<file path="src/rtl/trigger_pkg.sv">
// Shared constants and FSM state type for the serial trigger link.
// The upstream serializer uses the same frame width and sync constants.
package trigger_pkg;

    localparam int unsigned FRAME_W = 4;
    localparam logic [FRAME_W-1:0] SYNC_WORD_DEF = 4'hC;
    localparam int unsigned LOCK_CNT_DEF = 4;

    typedef enum logic [1:0] {
        SEARCH = 2'd0,
        CHECK  = 2'd1,
        LOCKED = 2'd2
    } state_t;

endpackage

</file>
<file path="src/rtl/trigger_in.sv">
// Serial trigger deserializer: finds frame alignment on SYNC_WORD,
// locks after LOCK_CNT aligned matches, then emits one word per frame.
module trigger_in
    import trigger_pkg::*;
#(
    parameter logic [FRAME_W-1:0] SYNC_WORD = SYNC_WORD_DEF,
    parameter int unsigned LOCK_CNT = LOCK_CNT_DEF
) (
    input  logic                clk40,
    input  logic                rst_n,
    input  logic                trig_in,
    input  logic                realign,
    output logic [FRAME_W-1:0]  dataout,
    output logic                data_valid,
    output logic                is_idle,
    output logic                locked,
    output logic [15:0]         word_cnt
);

    localparam logic [3:0] LOCK_LAST = 4'(LOCK_CNT - 1);

    state_t              state;
    logic [FRAME_W-1:0]  sr;
    logic [FRAME_W-1:0]  sr_nxt;
    logic [1:0]          phase;
    logic [3:0]          mcnt;
    logic                sync_hit;
    logic                boundary;

    // Compare against the word as it will stand after this edge.
    assign sr_nxt   = {sr[FRAME_W-2:0], trig_in};
    assign sync_hit = (sr_nxt == SYNC_WORD);
    assign boundary = (state != SEARCH) && (phase == 2'd3);

    always_ff @(posedge clk40) begin
        if (!rst_n) begin
            state      <= SEARCH;
            sr         <= '0;
            phase      <= '0;
            mcnt       <= '0;
            dataout    <= '0;
            data_valid <= 1'b0;
            is_idle    <= 1'b0;
            locked     <= 1'b0;
            word_cnt   <= '0;
        end else begin
            sr         <= sr_nxt;
            data_valid <= 1'b0;
            is_idle    <= 1'b0;
            if (state != SEARCH) begin
                phase <= phase + 2'd1;
            end
            if (realign) begin
                state  <= SEARCH;
                locked <= 1'b0;
                mcnt   <= '0;
                phase  <= '0;
            end else begin
                unique case (state)
                    SEARCH: begin
                        if (sync_hit) begin
                            phase <= '0;
                            mcnt  <= 4'd1;
                            state <= CHECK;
                        end
                    end
                    CHECK: begin
                        if (boundary) begin
                            if (!sync_hit) begin
                                state <= SEARCH;
                                mcnt  <= '0;
                            end else if (mcnt == LOCK_LAST) begin
                                state    <= LOCKED;
                                locked   <= 1'b1;
                                mcnt     <= mcnt + 4'd1;
                                word_cnt <= '0;
                            end else begin
                                mcnt <= mcnt + 4'd1;
                            end
                        end
                    end
                    LOCKED: begin
                        if (boundary) begin
                            dataout <= sr_nxt;
                            if (sync_hit) begin
                                is_idle <= 1'b1;
                            end else begin
                                data_valid <= 1'b1;
                                if (word_cnt != 16'hFFFF) begin
                                    word_cnt <= word_cnt + 16'd1;
                                end
                            end
                        end
                    end
                    default: begin
                        state  <= SEARCH;
                        locked <= 1'b0;
                        mcnt   <= '0;
                    end
                endcase
            end
        end
    end

endmodule
</file>
<file path="config.mk">
export PLATFORM = sky130hd
export DESIGN_NAME = trigger_in
export DESIGN_NICKNAME = d
export VERILOG_FILES = /design/src/rtl/trigger_pkg.sv /design/src/rtl/trigger_in.sv
export SDC_FILE = /design/constraint.sdc
export NUM_CORES = 1
export LEC_CHECK = 0
export BUFFER_PORTS_ARGS = -buffer_cell sky130_fd_sc_hd__buf_2
export CAP_MARGIN = 20
export CORE_MARGIN = 8
export CORE_UTILIZATION = 59
export DETAILED_ROUTE_END_ITERATION = 10
export PLACE_DENSITY = 0.8
export SLEW_MARGIN = 0
export SYNTH_ARGS = -nofsm -noshare
export SYNTH_HDL_FRONTEND = slang
export SYNTH_SLANG_ARGS = --single-unit
</file>
<file path="constraint.sdc">
create_clock -name clk40 -period 5.9 [get_ports clk40]
set_clock_uncertainty 0.2 [all_clocks]
set_input_delay 0.59 -clock clk40 [delete_from_list [all_inputs] [get_ports clk40]]
set_output_delay 0.59 -clock clk40 [all_outputs]
set_load 0.01 [all_outputs]
</file>
==> results of run 1 <==
state kept, by name, indices dropped and copies added (netlist names):
register and cells:
locked 1, word_cnt 16, sr 3, state 2
dataout 4, phase 2, is_idle 1, data_valid 1
mcnt 4
final cells by class:
cell class,instances,area [µm²]
inverters,11,41.29
clock inverters,1,5.005
flip-flops and latches,34,680.7
repair buffers,26,130.1
fillers,235,897.1
clock buffers,7,55.05
multi-input cells,134,885.9
well taps,31,38.79
routing by layer:
metal | track usage (%) | up-vias | part of all wire, %
met1 | 17.67 | 735 | 42
met2 | 27.46 | 58 | 49
met3 | 5.293 | 9 | 7.1
li1 | - | 754 | -
met5 | 0 | - | 0
met4 | 7.062 | 0 | 1.9
worst max-delay path by stage:
| stage | startpoint | end | cells past startpoint | slack (ns) |
|---|---|---|---|---|
| floorplan | word_cnt[1]$_SDFFE_PN0P_ | word_cnt[2]$_SDFFE_PN0P_ | 6 | 3.88 |
| global placement | trig_in | word_cnt[12]$_SDFFE_PN0P_ | 5 | 3.52 |
| detailed placement | trig_in | word_cnt[12]$_SDFFE_PN0P_ | 5 | 3.45 |
| CTS | phase[0]$_SDFF_PP0_ | word_cnt[15]$_SDFFE_PN0P_ | 5 | 3.61 |
| global route | phase[0]$_SDFF_PP0_ | word_cnt[12]$_SDFFE_PN0P_ | 5 | 3.42 |
| finish | phase[0]$_SDFF_PP0_ | word_cnt[15]$_SDFFE_PN0P_ | 5 | 3.59 |
worst min-delay path, stage by stage, from the launching register on:
cell and delay (ns):
sky130_fd_sc_hd__dfxtp_1 0.32, sky130_fd_sc_hd__nand3_1 0.06, sky130_fd_sc_hd__a21oi_1 0.06
synthesized netlist by cell type:
cell and number:
sky130_fd_sc_hd__a41oi_1 2, sky130_fd_sc_hd__clkbuf_1 3, sky130_fd_sc_hd__nand4_1 6, sky130_fd_sc_hd__buf_6 3, sky130_fd_sc_hd__or4_4 1, sky130_fd_sc_hd__o21a_1 3
sky130_fd_sc_hd__mux2i_1 6, sky130_fd_sc_hd__nand3_1 9, sky130_fd_sc_hd__or3_1 2, sky130_fd_sc_hd__buf_4 1, sky130_fd_sc_hd__o21ai_2 1, sky130_fd_sc_hd__a41oi_2 2
sky130_fd_sc_hd__a211oi_1 1, sky130_fd_sc_hd__buf_2 2, sky130_fd_sc_hd__nor4_2 1, sky130_fd_sc_hd__a31oi_1 14, sky130_fd_sc_hd__nor4bb_1 1, sky130_fd_sc_hd__o21ai_1 1
sky130_fd_sc_hd__and4bb_1 1, sky130_fd_sc_hd__dfxtp_1 34, sky130_fd_sc_hd__ha_1 3, sky130_fd_sc_hd__o31a_1 1, sky130_fd_sc_hd__a21o_1 4, sky130_fd_sc_hd__nor3_1 4
sky130_fd_sc_hd__nor4_1 4, sky130_fd_sc_hd__nand4_4 1, sky130_fd_sc_hd__nand4bb_1 1, sky130_fd_sc_hd__a211o_1 2, sky130_fd_sc_hd__and2_1 3, sky130_fd_sc_hd__and4bb_2 1
sky130_fd_sc_hd__nor2_1 17, sky130_fd_sc_hd__o221ai_1 1, sky130_fd_sc_hd__nand2b_1 2, sky130_fd_sc_hd__nand3b_1 1, sky130_fd_sc_hd__o211ai_1 3, sky130_fd_sc_hd__a21oi_1 12
sky130_fd_sc_hd__a22oi_1 1, sky130_fd_sc_hd__o41a_1 1, sky130_fd_sc_hd__nand2_1 7, sky130_fd_sc_hd__inv_1 11, sky130_fd_sc_hd__nand3_2 1, sky130_fd_sc_hd__and3_1 2
sky130_fd_sc_hd__or2_2 2, sky130_fd_sc_hd__o21ai_0 9
power by group through the flow:
stage	Clock (mW)	Combinational, mW	Sequential (mW)
finish	0.133	0.0109	0.233
global route	0.145	0.0120	0.233
CTS	0.136	0.0109	0.233
detailed placement	0	0.0108	0.238
global placement	0	0.0103	0.238
floorplan	0	0.00769	0.238
cells by family after synthesis:
group                    synth area share (%)
AO/OA/AOI/OAI                           23.52
adder cells (fa/ha/maj)                 2.247
buffers and inverters                   6.217
flip-flops                              40.75
multiplexers                            3.596
AND/OR/NAND/NOR                         23.67
per-stage QoR:
stage	hold WS, ns	setup WS [ns]	instances	utilization, %
2_1_floorplan	0.2516	3.883	188	-
3_3_place_gp	0.2617	3.518	236	64.99
3_5_place_dp	0.2728	3.446	236	64.99
4_1_cts	0.2851	3.607	244	67.19
5_1_grt	0.3151	3.423	244	67.19
6_report	0.2789	3.588	244	67.19
==> results by stage, run 1 <==
Run status:
- The flow ran to the end, and the final reports show no timing, DRC or antenna violations.

Worst setup path:
- The critical-path maximum fanout is 14.
- The required time of the worst setup path is 5.97 ns.
- The category of the critical setup timing path is reg2reg.
- Counting both buffers and inverters, the worst setup path holds a total of 0.
- Walking the worst path, the cells encountered are ha_1 > and4bb_1 > and3_1 > a41oi_2 > a31oi_1.
- The launch point of the worst reg-to-reg path is phase[0]$_SDFF_PP0_.
- Among cell families on the critical path, the largest total delay comes from simple AND/OR/NAND/NOR gates.
- Counting cells, the worst reg-to-reg path comes to 5.
- In this design, the stage delay of the slowest critical-path cell is 0.57 ns.
- The highest-delay cell along the critical path is sky130_fd_sc_hd__and3_1.
- STA puts the critical path data arrival time at 2.38 ns.
- STA classifies the critical path endpoint as a flop.
- Across all register-to-register paths, the minimum setup slack is 3.59 ns.
- The element type at the critical path start is a flop.
- The endpoint identified for the worst register-to-register timing path is word_cnt[15]$_SDFFE_PN0P_.

Final layout:
- The growth of design area from synthesis to finish is 9.962%.
- The post-route netlist has 20.19% of its cells at a drive strength greater than 1.
- After routing the design area is 1837 µm².
- The number of antenna diodes in the final layout is 0.
- In the layout the commonest cells are sky130_fd_sc_hd__dfxtp_1 (34), sky130_fd_sc_hd__buf_2 (26), sky130_fd_sc_hd__nor2_1 (17).
- The most common cell after layout, fill and taps aside is sky130_fd_sc_hd__dfxtp_1.
- The final layout contains 219 nets.

CTS:
- The maximum count of clock buffers along a single path is 2.
- The buffer type at the clock tree root is sky130_fd_sc_hd__clkbuf_4.
- TritonCTS built the clock tree.
- The clock slew seen by the registers of the worst setup and hold paths is 0.10 ns.
- CTS built an H-tree with a depth of 2.
- The number of resized instances in the post-cts repair step is 0.
- For this design, the sink count on the clock tree is 34.
- The count of hold-fix buffers inserted at cts is 0.
- TritonCTS created 5 clock buffers.
- The latest clock arrival within the worst-skew pair is 0.33 ns.
- Once the clock tree was built, the setup fixing pass inserted 0 buffers.

Power:
- The switching share of power is 22.29%.
- The leakage power figure is 0.6942 nW.
- The share of power burned in the clock network is 35.2%.
- Total power for the finished layout comes to 0.3765 mW.
- The worst ir drop on vdd is 0.2050 mV.
- The power density relative to cell area is 205.0 nW/µm².
- The internal power component is 0.2926 mW.
- In this run the power spent charging and discharging nets is 0.08393 mW.
- Sequential cells burn 61.9% of the power.
- Combinational logic burns 2.9% of the power.

Placement:
- The HPWL after detailed placement is 2841 µm.
- After detailed placement, the total cell area comes to 1777 µm².
- The count of buffers added on input and output ports is 26.
- The congestion estimate from routability-driven global placement came to 0.8376.

Floorplan:
- From left edge to right edge, the die measures 69.21 µm.
- The initialized floorplan defines 19 standard-cell rows.
- The region available for standard cell placement spans 2734 µm².
- During I/O placement, the number of pins put on the boundary was 27.
- The die is 69.21 µm tall.
- The die covers 4790 µm².
- For this configuration, the core starts out at a cell density of 61.10%.

Timing:
- The clock period could shrink to 2.312 ns.
- The final cycle utilization of the critical path is 39.19%.
- Setup repair after global routing left no endpoint under its margin.
- The fmax is 432.5 MHz.
- The total count of hold-check failures in the final report came to 0.
- The count of pins over their slew limit came to 0.
- Setup violations remaining at the end of the flow were counted as 0.
- The transition time of the tightest slew-check pin is 0.7283 ns.
- Setup total negative slack on the finished layout was measured at 0 ns.
- The tightest slew margin relative to the limit is 50.79%.

Run:
- The number of max-cap violations is 0.

Routing:
- Across all layers, the routed design uses 1,556 vias.
- The mean number of vias per cell is 6.377.
- The first detailed-routing pass ran for 4 iterations.
- The aggregate routed wire length is 3864 µm.
- In the final routed layout, each cell accounts on average for 15.84 µm.
- After the first detailed-routing iteration, the DRC count stood at 186.
- The total DRC errors in the routed layout is 0.
- The number of antenna-violating nets in the routed design is 0.

GRT:
- The initial antenna violation count was 0.
- Entering global routing, the biggest net connects 16 pins.
- The total overflow left after global routing is 0.
- The via count of the first global-routing pass is 1,518.
- In the global route stage, overall resource usage came out at 16.10%.
- The first global-routing pass estimated 6699 µm of wire.

Synthesis:
- The synthesized area is 1670 µm².
- The mean area per synthesized cell is 8.885 µm².
- The register area share after synthesis is 40.75%.
- In the post-synthesis netlist, the biggest area contributors are sky130_fd_sc_hd__dfxtp_1 (41%), sky130_fd_sc_hd__a31oi_1 (5.2%), sky130_fd_sc_hd__nor2_1 (3.8%).
- During synthesis, Yosys emitted a total of 0 warnings.
- Summed over all instances, the cell type with the most area after synthesis is sky130_fd_sc_hd__dfxtp_1.
- The share of synthesized area in the top cell type comes to 40.75%.
- Synthesis produced a netlist whose cell count is 188.
- The flip-flop and latch count after synthesis is 34.
- The number of different library cells used by synthesis comes to 44.
- The net count after synthesis is 195.

Worst hold path:
- The worst hold path passes through 2 cells.
- The worst min-delay path class is reg2reg.
- The end point of the most critical hold path is phase[1]$_SDFF_PP0_.
- The startpoint of the most critical hold path is phase[1]$_SDFF_PP0_.
Note: power is estimated with default switching activity, not from simulation.
==> run 2: changes to the inputs <==
--- a/config.mk
+++ b/config.mk
@@ -8,9 +8,9 @@
 export BUFFER_PORTS_ARGS = -buffer_cell sky130_fd_sc_hd__buf_2
 export CAP_MARGIN = 20
 export CORE_MARGIN = 8
-export CORE_UTILIZATION = 59
+export CORE_UTILIZATION = 55
 export DETAILED_ROUTE_END_ITERATION = 10
-export PLACE_DENSITY = 0.8
+export PLACE_DENSITY = 0.75
 export SLEW_MARGIN = 0
 export SYNTH_ARGS = -nofsm -noshare
 export SYNTH_HDL_FRONTEND = slang
==> constraint.sdc (replaced) <==
create_clock -name clk40 -period 2.4 [get_ports clk40]
set_clock_uncertainty 0.2 [all_clocks]
set_input_delay 0.24 -clock clk40 [delete_from_list [all_inputs] [get_ports clk40]]
set_output_delay 0.24 -clock clk40 [all_outputs]
set_load 0.01 [all_outputs]
==> run 2 against run 1 <==
- die area grew 5.6%
- design area is 1.5% higher
- non-clock buffer count rose by 5
- routed wire length up 1.5%
- first-iteration DRC count fell by 32%
- critical path depth rose by 1
- worst setup slack worse by 3.4 ns
- power is 140% higher
- global-route usage decreased by 0.13 points
- largest cell class unchanged
- sequential share of layout area is 0.55 points lower
==> results by stage, run 2 (synthesis gave the netlist of run 1 again) <==
Timing:
- The final cycle utilization of the critical path is 94.05%.
- The summed negative setup slack over all endpoints is 0 ns (unchanged).
- Derived from the worst setup path, the maximum achievable clock frequency is 443.0 MHz.
- The final worst setup slack is 0.1428 ns (was 3.588 ns).
- The total count of hold-check failures in the final report is 0 (unchanged).
- RSZ-0062 raised after global routing: no (unchanged).
- The final count of negative-setup-slack endpoints was 0 (unchanged).
- Counting I/O delays and the setup requirement, the final critical path takes 2.257 ns.
- The count of pins over their slew limit is 0 (unchanged).
- The tightest slew margin relative to the limit was 68.24% (was 50.79%).
- The transition time of the tightest slew-check pin is 0.4746 ns (was 0.7283 ns).

Final layout:
- The register name with the most flops is word_cnt (unchanged).
- The number of nets in the layout is 224 (was 219).
- The growth of design area from synthesis to finish came to 11.61% (was 9.962%).
- The flip-flop count of the largest register after layout is 16 (unchanged).
- The post-route non-filler standard cell count is 250 (was 244).
- The layout filler cell count came to 279 (was 235).
- Largest registers: word_cnt x16, dataout x4, mcnt x4 (unchanged).
- The register area is 680.7 µm² (unchanged).
- The fraction of layout instances using a drive strength above 1 is 20.74% (was 20.19%).
- The final core area utilization is 62.61% (was 67.19%).
- The multi-input gate area in the final layout is 885.9 µm² (unchanged).
- The number of antenna cells inserted is 0 (unchanged).
- The most common cell after layout, fill and taps aside is sky130_fd_sc_hd__dfxtp_1 (unchanged).
- Highest-count cells in the layout ignoring fill and taps: sky130_fd_sc_hd__dfxtp_1 (34), sky130_fd_sc_hd__buf_2 (26), sky130_fd_sc_hd__nor2_1 (17) (unchanged).

Worst setup path:
- The required time of the worst setup path is 2.46 ns (was 5.97 ns).
- The number of cells on the worst reg-to-reg path is 5 (unchanged).
- The category of the critical setup timing path is in2reg (was reg2reg).
- The kind of capture point of the worst setup path is a flop (unchanged).
- The arrival time at the worst endpoint is 2.32 ns (was 2.38 ns).
- The critical-path maximum fanout is 11 (was 14).
- The element type at the critical path start is an input pin (was flop).

CTS:
- The clock slew seen by the registers of the worst setup and hold paths is 0.10 ns (about the same).
- The maximum count of clock buffers along a single path was 2 (unchanged).
- The number of buffers inserted during clock tree synthesis is 5 (unchanged).
- The latest clock arrival within the worst-skew pair is 0.33 ns (about the same).
- The number of setup buffers added after CTS came to 0 (unchanged).
- The sink count of the clock tree is 34 (unchanged).
- The H-tree level count is 2 (unchanged).
- The number of resized instances in the post-cts repair step came to 0 (unchanged).
- The buffer type at the clock tree root is sky130_fd_sc_hd__clkbuf_4 (unchanged).
- The clock tree from TritonCTS was built (unchanged).

Routing:
- The aggregate routed wire length is 3922 µm (was 3864 µm).
- The number of design-rule violations left by the first detailed-router iteration is 127 (was 186).
- The average detailed-routed wire length per instance was 15.69 µm (was 15.84 µm).
- The number of antenna-violating nets in the routed design is 0 (unchanged).
- The count of vias placed by the detailed router is 1,568 (was 1,556).
- The total DRC errors in the routed layout is 0 (unchanged).
- The iteration count of the initial detailed-routing pass is 4 (unchanged).
- The mean number of vias per cell was 6.272 (was 6.377).

Floorplan:
- The number of placement rows was 20 (was 19).
- The width of the chip is 71.11 µm (was 69.21 µm).
- The starting utilization of the core area is 56.09% (was 61.10%).
- The count of pins on the block boundary is 27 (unchanged).
- The area of the die is 5057 µm² (was 4790 µm²).
- The total core area is 2978 µm² (was 2734 µm²).
- The vertical die dimension is 71.11 µm (was 69.21 µm).

GRT:
- The total overflow reported by the global router was 0 (unchanged).
- The initial antenna violation count is 0 (unchanged).
- The maximum number of pins on one net before global-route repair came to 16 (unchanged).
- The via count of the first global-routing pass is 1,503 (was 1,518).
- The overall global routing resource usage is 15.97% (was 16.10%).
- The wire length of the first global-routing pass came to 6610 µm (was 6699 µm).

Placement:
- The post-placement setup slack is 0.2923 ns (was 3.446 ns).
- The final weighted congestion of routability-driven global placement is 0.8545 (was 0.8376).
- The port buffer count was 26 (unchanged).
- The number of cells after detailed placement was 242 (was 236).
- The HPWL after detailed placement is 2828 µm (was 2841 µm).

Power:
- The power density relative to cell area is 480.8 nW/µm² (was 205.0 nW/µm²).
- The worst ir drop on vdd is 0.3545 mV (was 0.2050 mV).
- The overall power is 0.8964 mW (was 0.3765 mW).
- The leakage power figure came to 0.7096 nW (was 0.6942 nW).

Run:
- The number of max-cap violations is 0 (unchanged).

Worst hold path:
- The instance count along the most critical hold path is 3 (was 2).
- The worst min-delay path class is in2reg (was reg2reg).

Run status:
- Result of the run: finished clean (unchanged).
-- run 2: repair_timing --
action                                 in CTS  in global routing
setup endpoints to repair                   0                  0
endpoints found under the hold margin       2                  0
hold buffers                                1                  0
-- run 2: final timing paths --
check                                               from                        end  slack, ns
worst min register to register       phase[1]$_SDFF_PP0_        phase[1]$_SDFF_PP0_       0.28
worst max-delay path                             trig_in       mcnt[3]$_SDFFE_PP0P_       0.14
worst min-delay path                               rst_n   word_cnt[1]$_SDFFE_PN0P_       0.03
worst max register to register  word_cnt[1]$_SDFFE_PN0P_  word_cnt[14]$_SDFFE_PN0P_       0.26
-- run 2: metal layers --
metal  GRT usage, %  vias up  wire (µm)
met5              0        -          0
met4          6.005        0         54
met3          5.367        9        226
met2          26.78       36       1850
met1          18.26      756       1790
li1               -      767          -
-- run 2: through the flow --
stage | hold slack, ns | area [µm²]
3_5_place_dp | 0.2730 | 1809
5_1_grt | 0.02840 | 1864
6_report | 0.02922 | 1864
4_1_cts | 0.01608 | 1864
2_1_floorplan | 0.1617 | 1670
3_3_place_gp | 0.2580 | 1809
-- run 2: area by class of cell --
cell class                 count  share of cell area, %
clock buffer                   7                  2.416
tap                           33                  2.215
inverter                      11                  2.215
multi-input combinational    134                  47.52
timing repair buffer          31                  9.127
sequential                    34                  36.51
-- run 2: power breakdown --
| part | total, mW | leakage (nW) | internal, mW | switching [mW] |
|---|---|---|---|---|
| clock network | 0.294 | 0.0254 | 0.110 | 0.183 |
| registers | 0.573 | 0.274 | 0.568 | 0.00521 |
| logic | 0.0300 | 0.410 | 0.0119 | 0.0181 |
| total | 0.896 | 0.710 | 0.690 | 0.206 |
-- run 2: critical path: stages --
cell and delay (ns):
sky130_fd_sc_hd__dlygate4sd3_1 0.53, sky130_fd_sc_hd__buf_2 0.14, sky130_fd_sc_hd__nand4bb_1 0.46, sky130_fd_sc_hd__o31a_1 0.46
sky130_fd_sc_hd__or3_1 0.33, sky130_fd_sc_hd__a21oi_1 0.15
==> run 3: changes to the inputs <==
--- a/config.mk
+++ b/config.mk
@@ -5,10 +5,11 @@
 export SDC_FILE = /design/constraint.sdc
 export NUM_CORES = 1
 export LEC_CHECK = 0
+export ABC_AREA = 1
 export BUFFER_PORTS_ARGS = -buffer_cell sky130_fd_sc_hd__buf_2
 export CAP_MARGIN = 20
 export CORE_MARGIN = 8
-export CORE_UTILIZATION = 55
+export CORE_UTILIZATION = 56
 export DETAILED_ROUTE_END_ITERATION = 10
 export PLACE_DENSITY = 0.75
 export SLEW_MARGIN = 0
==> run 3 against run 2 <==
- worst hold slack improved by 0.017 ns
- synthesized cell count increased by 53%
- die area increased by 8.8%
- combinational power decreased by 3%
- register-to-register slack improved by 0.15 ns
- routed wire length increased by 6.2%
- design area increased by 17%
- critical path depth increased by 6
- global-route usage increased by 0.92 points
- clock power increased by 81%
- core utilization increased by 3.9 points
- largest cell class unchanged
==> results by stage, run 3 <==
GRT:
- The initial antenna violation count is 0 (unchanged).
- The overall global routing resource usage is 16.89% (was 15.97%).
- The total overflow reported by the global router is 0 (unchanged).
- The maximum number of pins on one net before global-route repair is 16 (unchanged).
- The via count of the first global-routing pass was 1,745 (was 1,503).
- The wire length of the first global-routing pass is 7424 µm (was 6610 µm).

Floorplan:
- The vertical die dimension is 74.16 µm (was 71.11 µm).
- The count of pins on the block boundary is 27 (unchanged).
- The number of placement rows was 21 (was 20).
- The area of the die is 5500 µm² (was 5057 µm²).
- The starting utilization of the core area is 57.68% (was 56.09%).
- The width of the chip is 74.16 µm (was 71.11 µm).
- The total core area came to 3284 µm² (was 2978 µm²).

Worst setup path:
- Counting stages on the worst path, the most repeated cell is sky130_fd_sc_hd__nand2_1.
- The arrival time at the worst endpoint is 2.05 ns (was 2.32 ns).
- The kind of capture point of the worst setup path is a flop (unchanged).
- The number of cells on the worst reg-to-reg path is 9 (was 5).
- The reg-to-reg critical path endpoint is word_cnt[4]$_SDFFE_PN0P_ (was word_cnt[14]$_SDFFE_PN0P_).
- The critical-path maximum fanout is 14 (was 11).
- Ordered list of cells on the worst path: dlygate4sd3_1 > buf_2 > inv_1 > nand2_1 > nor2_4 > inv_2 > nand2_1 > nand3_1 > inv_2 > nand2_4 > nand2_1 > a21oi_1 (was dlygate4sd3_1 > buf_2 > nand4bb_1 > o31a_1 > or3_1 > a21oi_1).
- The required time of the worst setup path is 2.40 ns (was 2.46 ns).
- The highest-delay cell along the critical path is sky130_fd_sc_hd__dlygate4sd3_1 (unchanged).
- The launch point of the worst reg-to-reg path is word_cnt[0]$_SDFFE_PN0P_ (was word_cnt[1]$_SDFFE_PN0P_).
- The category of the critical setup timing path is in2reg (unchanged).
- The delay of the slowest cell on the worst path is 0.53 ns (about the same).
- The element type at the critical path start is an input pin (unchanged).
- The worst reg-to-reg setup slack is 0.41 ns (was 0.26 ns).

CTS:
- The buffer type at the clock tree root was sky130_fd_sc_hd__clkbuf_4 (unchanged).
- The maximum count of clock buffers along a single path is 2 (unchanged).
- The number of buffers inserted during clock tree synthesis came to 5 (unchanged).
- The H-tree level count was 2 (unchanged).
- The latest clock arrival within the worst-skew pair is 0.34 ns (was 0.33 ns).
- The clock slew seen by the registers of the worst setup and hold paths came to 0.10 ns (about the same).
- The clock tree from TritonCTS is built (unchanged).
- The sink count of the clock tree is 34 (unchanged).
- The number of resized instances in the post-cts repair step came to 0 (unchanged).

Final layout:
- The post-route cell area is 2183 µm² (was 1864 µm²).
- The layout filler cell count came to 312 (was 279).
- The multi-input gate area in the final layout came to 1036 µm² (was 885.9 µm²).
- Highest-count cells in the layout ignoring fill and taps: sky130_fd_sc_hd__nand2_1 (78), sky130_fd_sc_hd__nor2_1 (44), sky130_fd_sc_hd__dfxtp_1 (34) (was sky130_fd_sc_hd__dfxtp_1 (34), sky130_fd_sc_hd__buf_2 (26), sky130_fd_sc_hd__nor2_1 (17)).
- Largest registers: word_cnt x16, dataout x4, mcnt x4 (unchanged).
- The flip-flop count of the largest register after layout came to 16 (unchanged).
- The most common cell after layout, fill and taps aside is sky130_fd_sc_hd__nand2_1 (was sky130_fd_sc_hd__dfxtp_1).
- The fraction of layout instances using a drive strength above 1 is 17.81% (was 20.74%).
- The number of antenna cells inserted is 0 (unchanged).
- The register area is 680.7 µm² (unchanged).
- The number of nets in the layout is 326 (was 224).
- The growth of design area from synthesis to finish is 15.26% (was 11.61%).
- The register name with the most flops is word_cnt (unchanged).
- The post-route non-filler standard cell count is 366 (was 250).

Synthesis:
- The net count after synthesis is 295 (was 195).
- The area fraction of the dominant cell type after synthesis came to 35.93% (was 40.75%).
- The most frequently used cell type in the post-synthesis netlist is sky130_fd_sc_hd__nand2_1 (was sky130_fd_sc_hd__dfxtp_1).
- Dominant cells by area after synthesis: sky130_fd_sc_hd__dfxtp_1 (36%), sky130_fd_sc_hd__nand2_1 (15%), sky130_fd_sc_hd__nor2_1 (8.7%) (was sky130_fd_sc_hd__dfxtp_1 (41%), sky130_fd_sc_hd__a31oi_1 (5.2%), sky130_fd_sc_hd__nor2_1 (3.8%)).
- The number of distinct library cell variants in the gate-level netlist after synthesis is 29 (was 44).
- The synthesized netlist cell count is 288 (was 188).
- The number of enable-type register cells in the synthesized netlist is 0 (unchanged).
- The share of async-settable or async-resettable flops after synthesis is 0% (unchanged).
- The library cell with the largest summed area after synthesis was sky130_fd_sc_hd__dfxtp_1 (unchanged).
- Commonest cells in the netlist: sky130_fd_sc_hd__nand2_1 (78), sky130_fd_sc_hd__nor2_1 (44), sky130_fd_sc_hd__dfxtp_1 (34) (was sky130_fd_sc_hd__dfxtp_1 (34), sky130_fd_sc_hd__nor2_1 (17), sky130_fd_sc_hd__a31oi_1 (14)).
- The synthesized area is 1894 µm² (was 1670 µm²).
- The flip-flop and latch count after synthesis is 34 (unchanged).
- The mean area per synthesized cell is 6.577 µm² (was 8.885 µm²).
- The total of warnings raised by yosys was 0 (unchanged).
- The register area share after synthesis is 35.93% (was 40.75%).
- The prevailing post-synth register cell is sky130_fd_sc_hd__dfxtp_1 (unchanged).

Power:
- The combinational group share of total power was 2.6% (was 3.3%).
- The internal power component is 0.9003 mW (was 0.6899 mW).
- The worst ir drop on vdd is 0.3948 mV (was 0.3545 mV).
- The net switching component of the power came to 0.2266 mW (was 0.2065 mW).
- The fraction of power consumed by sequential logic is 50.3% (was 63.9%).
- The power density relative to cell area is 516.2 nW/µm² (was 480.8 nW/µm²).
- The share of power burned in the clock network came to 47.1% (was 32.8%).
- The switching share of power was 20.11% (was 23.03%).
- The leakage power figure is 0.8660 nW (was 0.7096 nW).

Worst hold path:
- The startpoint of the most critical hold path is realign (was rst_n).
- The instance count along the most critical hold path came to 4 (was 3).
- The worst min-delay path class is in2reg (unchanged).
- The end point of the most critical hold path is mcnt[0]$_SDFFE_PP0P_ (was word_cnt[1]$_SDFFE_PN0P_).

Timing:
- The final cycle utilization of the critical path is 85.68% (was 94.05%).
- The transition time of the tightest slew-check pin was 0.5927 ns (was 0.4746 ns).
- The final count of negative-setup-slack endpoints is 0 (unchanged).
- The count of pins over their slew limit is 0 (unchanged).
- The shortest clock period the worst path allows after layout is 2.056 ns (was 2.257 ns).
- The tightest slew margin relative to the limit came to 60.44% (was 68.24%).
- The fmax is 486.3 MHz (was 443.0 MHz).
- The total count of hold-check failures in the final report is 0 (unchanged).
- RSZ-0062 raised after global routing: no (unchanged).
- The summed negative setup slack over all endpoints is 0 ns (unchanged).

Routing:
- The total DRC errors in the routed layout is 0 (unchanged).
- The iteration count of the initial detailed-routing pass came to 4 (unchanged).
- The number of design-rule violations left by the first detailed-router iteration is 91 (was 127).
- The average detailed-routed wire length per instance is 11.39 µm (was 15.69 µm).
- The aggregate routed wire length came to 4167 µm (was 3922 µm).
- The number of antenna-violating nets in the routed design was 0 (unchanged).
- The count of vias placed by the detailed router is 1,836 (was 1,568).
- The mean number of vias per cell is 5.016 (was 6.272).

Placement:
- The port buffer count is 26 (unchanged).
- The HPWL after detailed placement came to 3109 µm (was 2828 µm).
- The placed standard-cell area is 2047 µm² (was 1809 µm²).
- The final weighted congestion of routability-driven global placement came to 0.8526 (was 0.8545).
- The number of cells after detailed placement was 355 (was 242).

Run:
- The number of max-cap violations was 0 (unchanged).

Run status:
- Result of the run: finished clean (unchanged).
-- run 3: power groups by stage --
stage	sequential (mW)	clock (mW)	combinational, mW
3_5_place_dp	0.580	0	0.0251
6_report	0.567	0.531	0.0290
4_1_cts	0.567	0.545	0.0288
2_1_floorplan	0.580	0	0.0194
5_1_grt	0.568	0.568	0.0321
3_3_place_gp	0.580	0	0.0250
-- run 3: layout make-up --
type	count	area share, %
Inverter	36	6.189
Timing Repair Buffer	30	7.679
Multi-Input combinational cell	212	47.45
Clock buffer	5	1.719
Clock inverter	3	3.152
Sequential cell	34	31.17
Tap cell	46	2.636
-- run 3: through the flow --
stage                     utilization (%)  power (mW)  setup slack (ns)  hold WS [ns]
after floorplan                         -      0.5993            0.5716        0.1335
after global placement              62.32      0.6051            0.4607        0.2131
after detailed placement            62.32      0.6054            0.4457        0.2218
after CTS                           66.48       1.141            0.3784       0.01571
after global routing                66.48       1.168            0.2094       0.03938
final                               66.48       1.127            0.3438       0.04663
-- run 3: worst max-delay path by stage --
stage	startpoint	to	slack (ns)
after floorplan	word_cnt[0]$_SDFFE_PN0P_	word_cnt[14]$_SDFFE_PN0P_	0.57
after global placement	word_cnt[0]$_SDFFE_PN0P_	word_cnt[13]$_SDFFE_PN0P_	0.46
after detailed placement	word_cnt[0]$_SDFFE_PN0P_	word_cnt[4]$_SDFFE_PN0P_	0.45
after CTS	trig_in	word_cnt[4]$_SDFFE_PN0P_	0.38
after global routing	trig_in	word_cnt[4]$_SDFFE_PN0P_	0.21
final	trig_in	word_cnt[4]$_SDFFE_PN0P_	0.34
-- run 3: metal layers --
layer / GRT usage [%] / up-vias / wire [µm] / share of wire (%)
met3: 4.582 / 6 / 203 / 4.9
met4: 6.208 / 0 / 52 / 1.2
met5: 0 / - / 0 / 0
met1: 19.45 / 825 / 1858 / 45
li1: - / 973 / - / -
met2: 29.00 / 32 / 2052 / 49
-- run 3: worst max-delay path: cells and delay by family --
family / cells / cell delay (ns)
AND/OR/NAND/NOR: 6 / 0.70
buffers and inverters: 5 / 1.04
AO/OA/AOI/OAI: 1 / 0.07
-- run 3: logic make-up after synthesis --
kind of cell / count (synthesis) / synth area share, %
simple gates: 169 / 39.37
buf+inv: 42 / 9.379
compound gates: 38 / 12.42
flops: 34 / 35.93
fa+ha+maj: 3 / 1.982
xor+xnor: 2 / 0.9249
-- run 3: what timing repair did --
action | 4_1_cts | 5_1_grt
hold buffers | 3 | 0
endpoints found under the setup margin | 0 | 0
endpoints found under the hold margin | 9 | 0
setup buffers | 0 | 0
